==> config.mk <==
export PLATFORM = sky130hd
export DESIGN_NAME = register_file_bank
export DESIGN_NICKNAME = d
export VERILOG_FILES = /design/src/rtl/register_file_bank.sv
export SDC_FILE = /design/constraint.sdc
export NUM_CORES = 1
export LEC_CHECK = 0
export ABC_CLOCK_PERIOD_IN_PS = 5300
export BUFFER_PORTS_ARGS = -buffer_cell sky130_fd_sc_hd__buf_2
export CORE_AREA = 3 3 137 139
export CTS_CLUSTER_DIAMETER = 100
export CTS_CLUSTER_SIZE = 30
export DETAILED_ROUTE_END_ITERATION = 10
export DIE_AREA = 0 0 140 142
export PLACE_DENSITY = 0.6
export SYNTH_ARGS = -nofsm -noshare
export SYNTH_HDL_FRONTEND = slang
export SYNTH_SLANG_ARGS = --single-unit
==> constraint.sdc <==
create_clock -name clk -period 5.3 [get_ports clk]
set_clock_uncertainty 0.2 [all_clocks]
set_input_delay 0.795 -clock clk [delete_from_list [all_inputs] [get_ports clk]]
set_output_delay 0.795 -clock clk [all_outputs]
set_load 0.02 [all_outputs]
==> src/rtl/register_file_bank.sv <==
// Register file with write-to-read bypass and a per-register busy
// scoreboard that flags RAW hazards on loads still in flight.
module register_file_bank #(
  parameter int addressWidth = 3,
  parameter int dataWidth    = 16
) (
  input  logic                    clk,
  input  logic                    reset,
  input  logic [addressWidth-1:0] DA,
  input  logic [dataWidth-1:0]    D_data,
  input  logic                    write_en,
  input  logic [addressWidth-1:0] AA,
  input  logic [addressWidth-1:0] BA,
  input  logic                    A_used,
  input  logic                    B_used,
  input  logic                    claim_en,
  input  logic [addressWidth-1:0] claim_addr,
  output logic [dataWidth-1:0]    A_data,
  output logic [dataWidth-1:0]    B_data,
  output logic                    A_busy,
  output logic                    B_busy,
  output logic                    stall,
  output logic                    claim_err
);

  localparam int NREG = 2 ** addressWidth;

  logic [dataWidth-1:0] regs_q [NREG];
  logic [dataWidth-1:0] regs_d [NREG];
  logic [NREG-1:0]      busy_q;
  logic [NREG-1:0]      busy_d;
  logic                 err_q;
  logic                 err_d;

  logic wr_ok;
  logic cl_ok;
  logic a_hit;
  logic b_hit;

  assign wr_ok = write_en && (DA != '0);
  assign cl_ok = claim_en && (claim_addr != '0);
  assign a_hit = wr_ok && (DA == AA);
  assign b_hit = wr_ok && (DA == BA);

  always_comb begin
    regs_d = regs_q;
    busy_d = busy_q;
    err_d  = err_q;
    if (wr_ok) begin
      regs_d[DA] = D_data;
      busy_d[DA] = 1'b0;
    end
    // A claim after the write so a same-edge reload leaves the reg busy
    if (cl_ok) begin
      busy_d[claim_addr] = 1'b1;
      if (busy_q[claim_addr] && !(wr_ok && (DA == claim_addr)))
        err_d = 1'b1;
    end
  end

  always_ff @(posedge clk or posedge reset) begin
    if (reset) begin
      for (int i = 0; i < NREG; i++) regs_q[i] <= '0;
      busy_q <= '0;
      err_q  <= 1'b0;
    end else begin
      regs_q <= regs_d;
      busy_q <= busy_d;
      err_q  <= err_d;
    end
  end

  always_comb begin
    A_data = '0;
    B_data = '0;
    if (AA != '0) A_data = a_hit ? D_data : regs_q[AA];
    if (BA != '0) B_data = b_hit ? D_data : regs_q[BA];
  end

  assign A_busy    = busy_q[AA] && !a_hit && (AA != '0);
  assign B_busy    = busy_q[BA] && !b_hit && (BA != '0);
  assign stall     = (A_used && A_busy) || (B_used && B_busy);
  assign claim_err = err_q;

endmodule
==> parameters.txt, run 1 <==
Parameter                              Value

Run status
  Outcome    finished clean

Clock network
  Post_cts resized    0
  Hold bufs inserted after CTS    0
  Number of post-CTS setup repair buffers    0
  Sinks on Clock Net    137
  Worst skew pair latency    0.42 ns
  TritonCTS clock tree    built
  # H-tree levels    4
  Clock slew at the register clock pins of the worst setup and hold paths    0.06 ns
  Clk Tree Root Cell    sky130_fd_sc_hd__clkbuf_16
  Buffer levels on the longest clock path    2
  Clock buffers created by TritonCTS    17

Routing
  Routed WL    19600 µm
  Count of nets left with antenna violations after detail routing    0
  Routed vias/inst    6.05
  Detailed-route DRC error count    0
  Routed len/inst    23.7 µm
  Iter 0 DRT Violations    319
  First-pass iteration count of the detailed router    4
  Routed via count    5001

Layout
  Filler cell count    1508
  Number of nets in the layout    619
  Fraction of final layout cells with drive strength greater than 1    0.492
  Leading cell types in the layout, fill and taps excluded    sky130_fd_sc_hd__dfrtp_1, sky130_fd_sc_hd__mux2_2, sky130_fd_sc_hd__buf_2
  Most common cell after layout, fill and taps aside    sky130_fd_sc_hd__dfrtp_1
  Final non-filler cell area    8750 µm²
  Post-layout utilization of the core    0.492
  Antenna fix cells    0
  Growth of design area from synthesis to finish    11.3%

Yosys
  Unique masters post-synth    45
  Synth Warn #    0
  Post-synthesis cell area    7860 µm²
  Top flip-flop cell by instance count after synthesis    sky130_fd_sc_hd__dfrtp_1
  Synth Register Bits    137
  Portion of the post-synthesis area used by sequential elements    0.436
  Asr flop ratio synth    1.00
  Post-Syn Instances    548
  Number of flops mapped to enable cells by yosys    0
  Synthesized Nets    582
  Post-synthesis area per instance    14.3 µm²

Power
  Power density over cell area    389 nW/µm²
  Static power due to leakage    3.78 nW
  Switching power as a share of total power    0.289
  Seq pwr share    0.411
  Internal portion of total power    2.42 mW
  Largest vdd supply drop    233 µV
  Clock group share of total power    0.348
  Combinational Power Share    0.242
  Switch Pwr    0.984 mW

STA
  Tcrit/Tclk final    0.745
  Worst Hold Margin    0.193 ns
  Number of setup violations in the final report    0
  Slew margin rel.    0.355
  Final-layout setup total negative slack    0 ns
  Slew at the pin closest to its max-slew limit    0.964 ns
  Highest achievable clock rate    0.253 GHz
  Final count of pins violating max slew    0
  Setup repair after global routing missed its margin    false
  Number of failing hold endpoints at the final stage    0
  Minimum clock period after layout    3.95 ns

Worst setup path
  Data required time of the critical path    4.30 ns
  Type of element capturing the critical path    output port
  Worst setup path category    in -> out
  Highest net fanout along the worst path    33
  Startpoint type of the worst setup path    input port
  Data arrival at the endpoint of the critical path    2.95 ns

Run
  Max Cap Viol    0

Placed design
  Hpwl dp    11700 µm
  Post-detailed-placement cell area    8160 µm²
  Placer Congestion    0.852
  Port bufs    69

Min path
  Class of the worst hold path    reg -> reg

Floorplanning
  Overall die area    19900 µm²
  Die Y-Extent    142 µm
  Die X-Extent    140 µm
  Core footprint    17800 µm²
  Count of boundary I/O pins    70
  Site Rows    49
  Initial core utilization    0.442

GRT
  First-pass GRT wire length    30800 µm
  Number of antenna violations at the first check in global routing    0
  GRT overflow    0
  Via count of the first global-routing pass    5276
  All-Layer GR Usage    0.203
  Maximum number of pins on one net before global-route repair    53
power by group through the flow:
stage	clock network [mW]	registers (mW)	logic (mW)
6_report	1.18	1.40	0.823
5_1_grt	1.25	1.43	0.891
4_1_cts	1.20	1.40	0.831
3_5_place_dp	0	1.41	0.828
3_3_place_gp	0	1.40	0.815
2_1_floorplan	0	1.35	0.655
metal layers:
| layer | global-route usage | wire length (µm) |
|---|---|---|
| met1 | 0.271 | 8510 |
| met2 | 0.343 | 9830 |
| met3 | 0.0447 | 984 |
| met4 | 0.0535 | 234 |
| met5 | 0 | 0 |
cells in the mapped netlist, types with 2 or more instances:
| library cell | instances | area [µm²] |
|---|---|---|
| sky130_fd_sc_hd__nand2_1 | 15 | 56.3 |
| sky130_fd_sc_hd__nand3_1 | 4 | 20.0 |
| sky130_fd_sc_hd__dfrtp_1 | 137 | 3430 |
| sky130_fd_sc_hd__o2111ai_1 | 3 | 26.3 |
| sky130_fd_sc_hd__nor2_1 | 33 | 124 |
| sky130_fd_sc_hd__nand4_4 | 2 | 42.5 |
| sky130_fd_sc_hd__buf_6 | 13 | 146 |
| sky130_fd_sc_hd__and4bb_2 | 2 | 25.0 |
| sky130_fd_sc_hd__buf_2 | 18 | 90.1 |
| sky130_fd_sc_hd__buf_4 | 11 | 82.6 |
| sky130_fd_sc_hd__xor2_1 | 3 | 26.3 |
| sky130_fd_sc_hd__xnor2_1 | 5 | 43.8 |
| sky130_fd_sc_hd__o21ai_0 | 4 | 20.0 |
| sky130_fd_sc_hd__mux2_1 | 2 | 22.5 |
| sky130_fd_sc_hd__mux2i_1 | 37 | 370 |
| sky130_fd_sc_hd__a211oi_1 | 31 | 233 |
| sky130_fd_sc_hd__inv_1 | 6 | 22.5 |
| sky130_fd_sc_hd__mux2_2 | 111 | 1250 |
| sky130_fd_sc_hd__a211oi_2 | 2 | 25.0 |
| sky130_fd_sc_hd__clkbuf_1 | 17 | 63.8 |
| sky130_fd_sc_hd__mux4_2 | 57 | 1280 |
| sky130_fd_sc_hd__mux4_1 | 7 | 184 |
| sky130_fd_sc_hd__nand2b_1 | 2 | 12.5 |
| sky130_fd_sc_hd__nand4b_2 | 3 | 45.0 |
| sky130_fd_sc_hd__nor3_2 | 2 | 20.0 |
| sky130_fd_sc_hd__o22ai_1 | 2 | 12.5 |
worst paths after layout:
| kind | to | slack [ns] | cells past startpoint | start |
|---|---|---|---|---|
| max in group asynchronous | regs_q[124] | 3.46 | 3 | reset |
| setup reg to reg | claim_err | 3.88 | 4 | busy_q[5] |
| setup / recovery | B_data[6] | 1.35 | 5 | BA[0] |
| hold reg to reg | regs_q[117] | 0.19 | 0 | regs_q[117] |
| hold / removal | regs_q[117] | 0.19 | 0 | regs_q[117] |
| min in group asynchronous | regs_q[22] | 0.27 | 2 | reset |
kinds of logic after synthesis:
kind of cell           Yosys count  synth area share
AO/OA/AOI/OAI                   49            0.0488
XOR/XNOR                         9            0.0110
buffers and inverters           67            0.0546
flip-flops                     137             0.436
multiplexers                   214             0.396
AND/OR/NAND/NOR                 72            0.0541
final cells by class:
type,instances,area [µm²],area share
Multi-Input combinational cell,344,4010,0.458
Clock buffer,21,470,0.0537
Sequential cell,137,3430,0.392
Clock inverter,11,121,0.0139
Tap cell,229,287,0.0327
Timing Repair Buffer,78,413,0.0472
Inverter,7,28.8,0.00329
critical path: stages:
cell and delay, ns:
sky130_fd_sc_hd__buf_2 0.65, sky130_fd_sc_hd__xnor2_1 0.25, sky130_fd_sc_hd__nand4_4 0.50, sky130_fd_sc_hd__a211oi_1 0.49, sky130_fd_sc_hd__buf_2 0.24
registers in the layout (all words and copies together), names as in the netlist:
signal and flops:
regs_q 128, busy_q 8, claim_err 1
stage by stage:
stage          instances  power (mW)  setup slack, ns
3_5_place_dp         795        2.24             1.33
4_1_cts              827        3.43             1.32
6_report             827        3.41             1.35
2_1_floorplan        548        2.01            0.637
5_1_grt              827        3.56             1.14
3_3_place_gp         795        2.22             1.36
(Power assumes the default switching activity.)
==> run 2: changes to the inputs <==
ABC_AREA = 1   (was default)
ABC_CLOCK_PERIOD_IN_PS = 3630   (was 5300)
CORE_AREA = 3 3 140 142   (was 3 3 137 139)
DIE_AREA = 0 0 143 145   (was 0 0 140 142)
PLACE_DENSITY = 0.63   (was 0.6)
clock period = 3.63 ns   (was 5.3 ns; I/O delays follow)
==> run 2 against run 1 <==
Worst setup slack lost 0.79 ns. Largest cell class unchanged. Highest routed layer unchanged. Hold slack lost 0.084 ns. Die area grew 4.3%. First-iteration DRC count grew to 2.6 times the previous value. Via count grew 63%. Clock power grew 38%. Non-clock buffer count grew 12. Area after synthesis grew 5.4%. Routed wire length grew 39%.
==> parameters.txt, run 2 <==
Parameter                              Value

STA
  Slew at the pin closest to its max-slew limit    1.06 ns (+0.0977 ns)
  Tcrit/Tclk final    0.847
  Slew margin rel.    0.291 (-0.0636)
  Highest achievable clock rate    0.325 GHz
  Setup repair after global routing missed its margin    false
  Number of setup violations in the final report    0 (unchanged)
  Number of failing hold endpoints at the final stage    0 (unchanged)
  Final-layout setup total negative slack    0 ns (unchanged)
  Final count of pins violating max slew    0 (unchanged)
  Minimum clock period after layout    3.07 ns

Layout
  Fraction of final layout cells with drive strength greater than 1    0.153 (-0.339)
  Growth of design area from synthesis to finish    10.5%
  Number of nets in the layout    1254 (+100%)
  Most flops, register    regs_q
  Most common cell after layout, fill and taps aside    sky130_fd_sc_hd__nand2_1
  Number of flip-flops in the largest register    128 (unchanged)
  Final non-filler cell area    9160 µm² (+4.6%)
  Leading cell types in the layout, fill and taps excluded    sky130_fd_sc_hd__nand2_1, sky130_fd_sc_hd__nand3_1, sky130_fd_sc_hd__dfrtp_1
  Antenna fix cells    0 (unchanged)

Floorplanning
  Count of boundary I/O pins    70 (unchanged)
  Site Rows    50 (+2.0%)
  Initial core utilization    0.446 (+0.00397)
  Die Y-Extent    145 µm (+2.1%)
  Overall die area    20700 µm² (+4.3%)
  Core footprint    18600 µm² (+4.5%)
  Die X-Extent    143 µm (+2.1%)

Routing
  First-pass iteration count of the detailed router    5 (+1)
  Iter 0 DRT Violations    814 (+160%)
  Routed via count    8130 (+63%)
  Routed WL    27200 µm (+39%)
  Routed len/inst    18.5 µm (-22%)
  Detailed-route DRC error count    0 (unchanged)
  Count of nets left with antenna violations after detail routing    0 (unchanged)
  Routed vias/inst    5.55 (-8.3%)

Worst setup path
  Critical Path Sink    B_data[2]
  Worst r2r path cells    6 (+2)
  Destination of the worst register-to-register timing path    claim_err
  Cell family with most CP delay    buffers and inverters
  Data required time of the critical path    2.89 ns (-1.41 ns)
  Crit path cell chain    buf_2 -> nor3_1 -> inv_1 -> nand2_1 -> nor2_1 -> buf_2
  R2r startpoint    busy_q[4]
  Type of element capturing the critical path    output port
  Launch point of the worst path    BA[1]
  Startpoint type of the worst setup path    input port
  Data arrival at the endpoint of the critical path    2.33 ns (-0.62 ns)
  Critical path's slowest cell    sky130_fd_sc_hd__inv_1
  Slowest cell delay on critical path    0.57 ns (-0.08 ns)
  Highest net fanout along the worst path    24 (-27%)
  Cell repeated most along the worst path    sky130_fd_sc_hd__buf_2
  Worst setup slack for register-to-register paths    2.45 ns (-1.43 ns)
  Levels on crit path    6 (+1)
  WP buf/inv    3 (+1)
  Worst setup path category    in -> out

Power
  Clock group share of total power    0.346 (-0.002)
  Static power due to leakage    4.61 nW (+22%)
  Combinational Power Share    0.233 (-0.009)
  Switching power as a share of total power    0.333 (+0.0439)
  Switch Pwr    1.57 mW (+59%)
  Largest vdd supply drop    315 µV (+35%)
  Seq pwr share    0.421 (+0.010)
  Internal portion of total power    3.14 mW (+30%)
  Power density over cell area    514 nW/µm² (+32%)

Yosys
  Most repeated cell in the gate-level netlist after synthesis    sky130_fd_sc_hd__nand2_1
  Post-synthesis cell area    8290 µm² (+5.4%)
  Top area cells in the synthesized netlist    sky130_fd_sc_hd__dfrtp_1, sky130_fd_sc_hd__nand2_1, sky130_fd_sc_hd__nand3_1
  Post-Syn Instances    1209 (+120%)
  Synth area leader    sky130_fd_sc_hd__dfrtp_1
  Synth Warn #    0 (unchanged)
  Area fraction of the dominant cell type after synthesis    0.413 (-0.0225)
  Asr flop ratio synth    1.00 (unchanged)
  Top flip-flop cell by instance count after synthesis    sky130_fd_sc_hd__dfrtp_1
  Unique masters post-synth    32 (-29%)
  Synth Register Bits    137 (unchanged)
  Commonest cells post-synth    sky130_fd_sc_hd__nand2_1, sky130_fd_sc_hd__nand3_1, sky130_fd_sc_hd__dfrtp_1
  Number of flops mapped to enable cells by yosys    0 (unchanged)
  Portion of the post-synthesis area used by sequential elements    0.413 (-0.0225)
  Post-synthesis area per instance    6.86 µm² (-52%)
  Synthesized Nets    1243 (+110%)

Clock network
  Clock buffers created by TritonCTS    17 (unchanged)
  Sinks on Clock Net    137 (unchanged)
  # H-tree levels    4 (unchanged)
  Clk Tree Root Cell    sky130_fd_sc_hd__clkbuf_16
  TritonCTS clock tree    built
  Clock slew at the register clock pins of the worst setup and hold paths    0.06 ns (about the same)
  Worst skew pair latency    0.42 ns (about the same)
  Hold bufs inserted after CTS    0 (unchanged)
  Buffer levels on the longest clock path    2 (unchanged)
  Post_cts resized    0 (unchanged)
  Number of post-CTS setup repair buffers    0 (unchanged)

GRT
  Number of antenna violations at the first check in global routing    0 (unchanged)
  Via count of the first global-routing pass    7604 (+44%)
  GRT overflow    0 (unchanged)
  First-pass GRT wire length    43000 µm (+40%)
  All-Layer GR Usage    0.265 (+0.0618)
  Maximum number of pins on one net before global-route repair    138 (+160%)

Run status
  Outcome    finished clean

Min path
  Class of the worst hold path    in -> async

Placed design
  Placer Congestion    0.880 (+3.3%)
  Post-detailed-placement cell area    8620 µm² (+5.6%)
  Port bufs    69 (unchanged)
  Hpwl dp    16400 µm (+40%)

Run
  Max Cap Viol    0 (unchanged)
==> run 2: final cells by class <==
class	instances	area, µm²
clock inverter	9	75.1
sequential	137	3430
multi-input combinational	908	4090
clock buffer	22	464
fill	1926	9420
inverter	66	254
timing repair buffer	90	553
tap	234	293
==> run 2: power by group through the flow <==
stage | registers, mW | clock network [mW] | logic, mW
finish | 1.98 | 1.63 | 1.10
global route | 2.01 | 1.73 | 1.24
CTS | 1.98 | 1.65 | 1.10
detailed placement | 2.00 | 0 | 1.09
global placement | 2.00 | 0 | 1.08
floorplan | 1.95 | 0 | 0.818
==> run 2: logic make-up after synthesis <==
kind of cell / count (synthesis) / synth area share
AO/OA/AOI/OAI: 176 / 0.110
XOR/XNOR: 2 / 0.00211
buffers and inverters: 164 / 0.0930
AND/OR/NAND/NOR: 730 / 0.381
flip-flops: 137 / 0.413
==> run 2: how the worst min path moves through the flow <==
| stage | from | to | slack (ns) | cells after the start |
|---|---|---|---|---|
| 2_1_floorplan | busy_q[0] | busy_q[0] | 0.25 | 1 |
| 4_1_cts | reset | regs_q[84] | 0.19 | 3 |
| 3_3_place_gp | regs_q[126] | regs_q[126] | 0.19 | 0 |
| 6_report | reset | regs_q[84] | 0.11 | 3 |
| 3_5_place_dp | regs_q[126] | regs_q[126] | 0.19 | 0 |
| 5_1_grt | reset | regs_q[116] | 0.21 | 3 |
==> run 2: per-layer routing <==
layer,vias up,global-route usage,part of all wire
li1,3904,-,-
met1,3767,0.397,0.45
met2,413,0.383,0.44
met3,46,0.0587,0.093
met4,0,0.0798,0.016
met5,-,0,0
==> run 2: metrics by stage <==
| step | total power [mW] | setup slack [ns] | utilization | std cells | hold WS (ns) |
|---|---|---|---|---|---|
| after floorplan | 2.77 | 1.18 | - | 1209 | 0.250 |
| after global routing | 4.99 | 0.490 | 0.493 | 1466 | 0.207 |
| after detailed placement | 3.09 | 0.615 | 0.464 | 1435 | 0.190 |
| final | 4.71 | 0.557 | 0.493 | 1466 | 0.109 |
| after CTS | 4.72 | 0.622 | 0.493 | 1466 | 0.185 |
| after global placement | 3.07 | 0.646 | 0.464 | 1435 | 0.189 |
==> run 2: worst min-delay path, delay by kind of cell <==
family | cells | cell delay, ns
buffers and inverters | 3 | 0.68
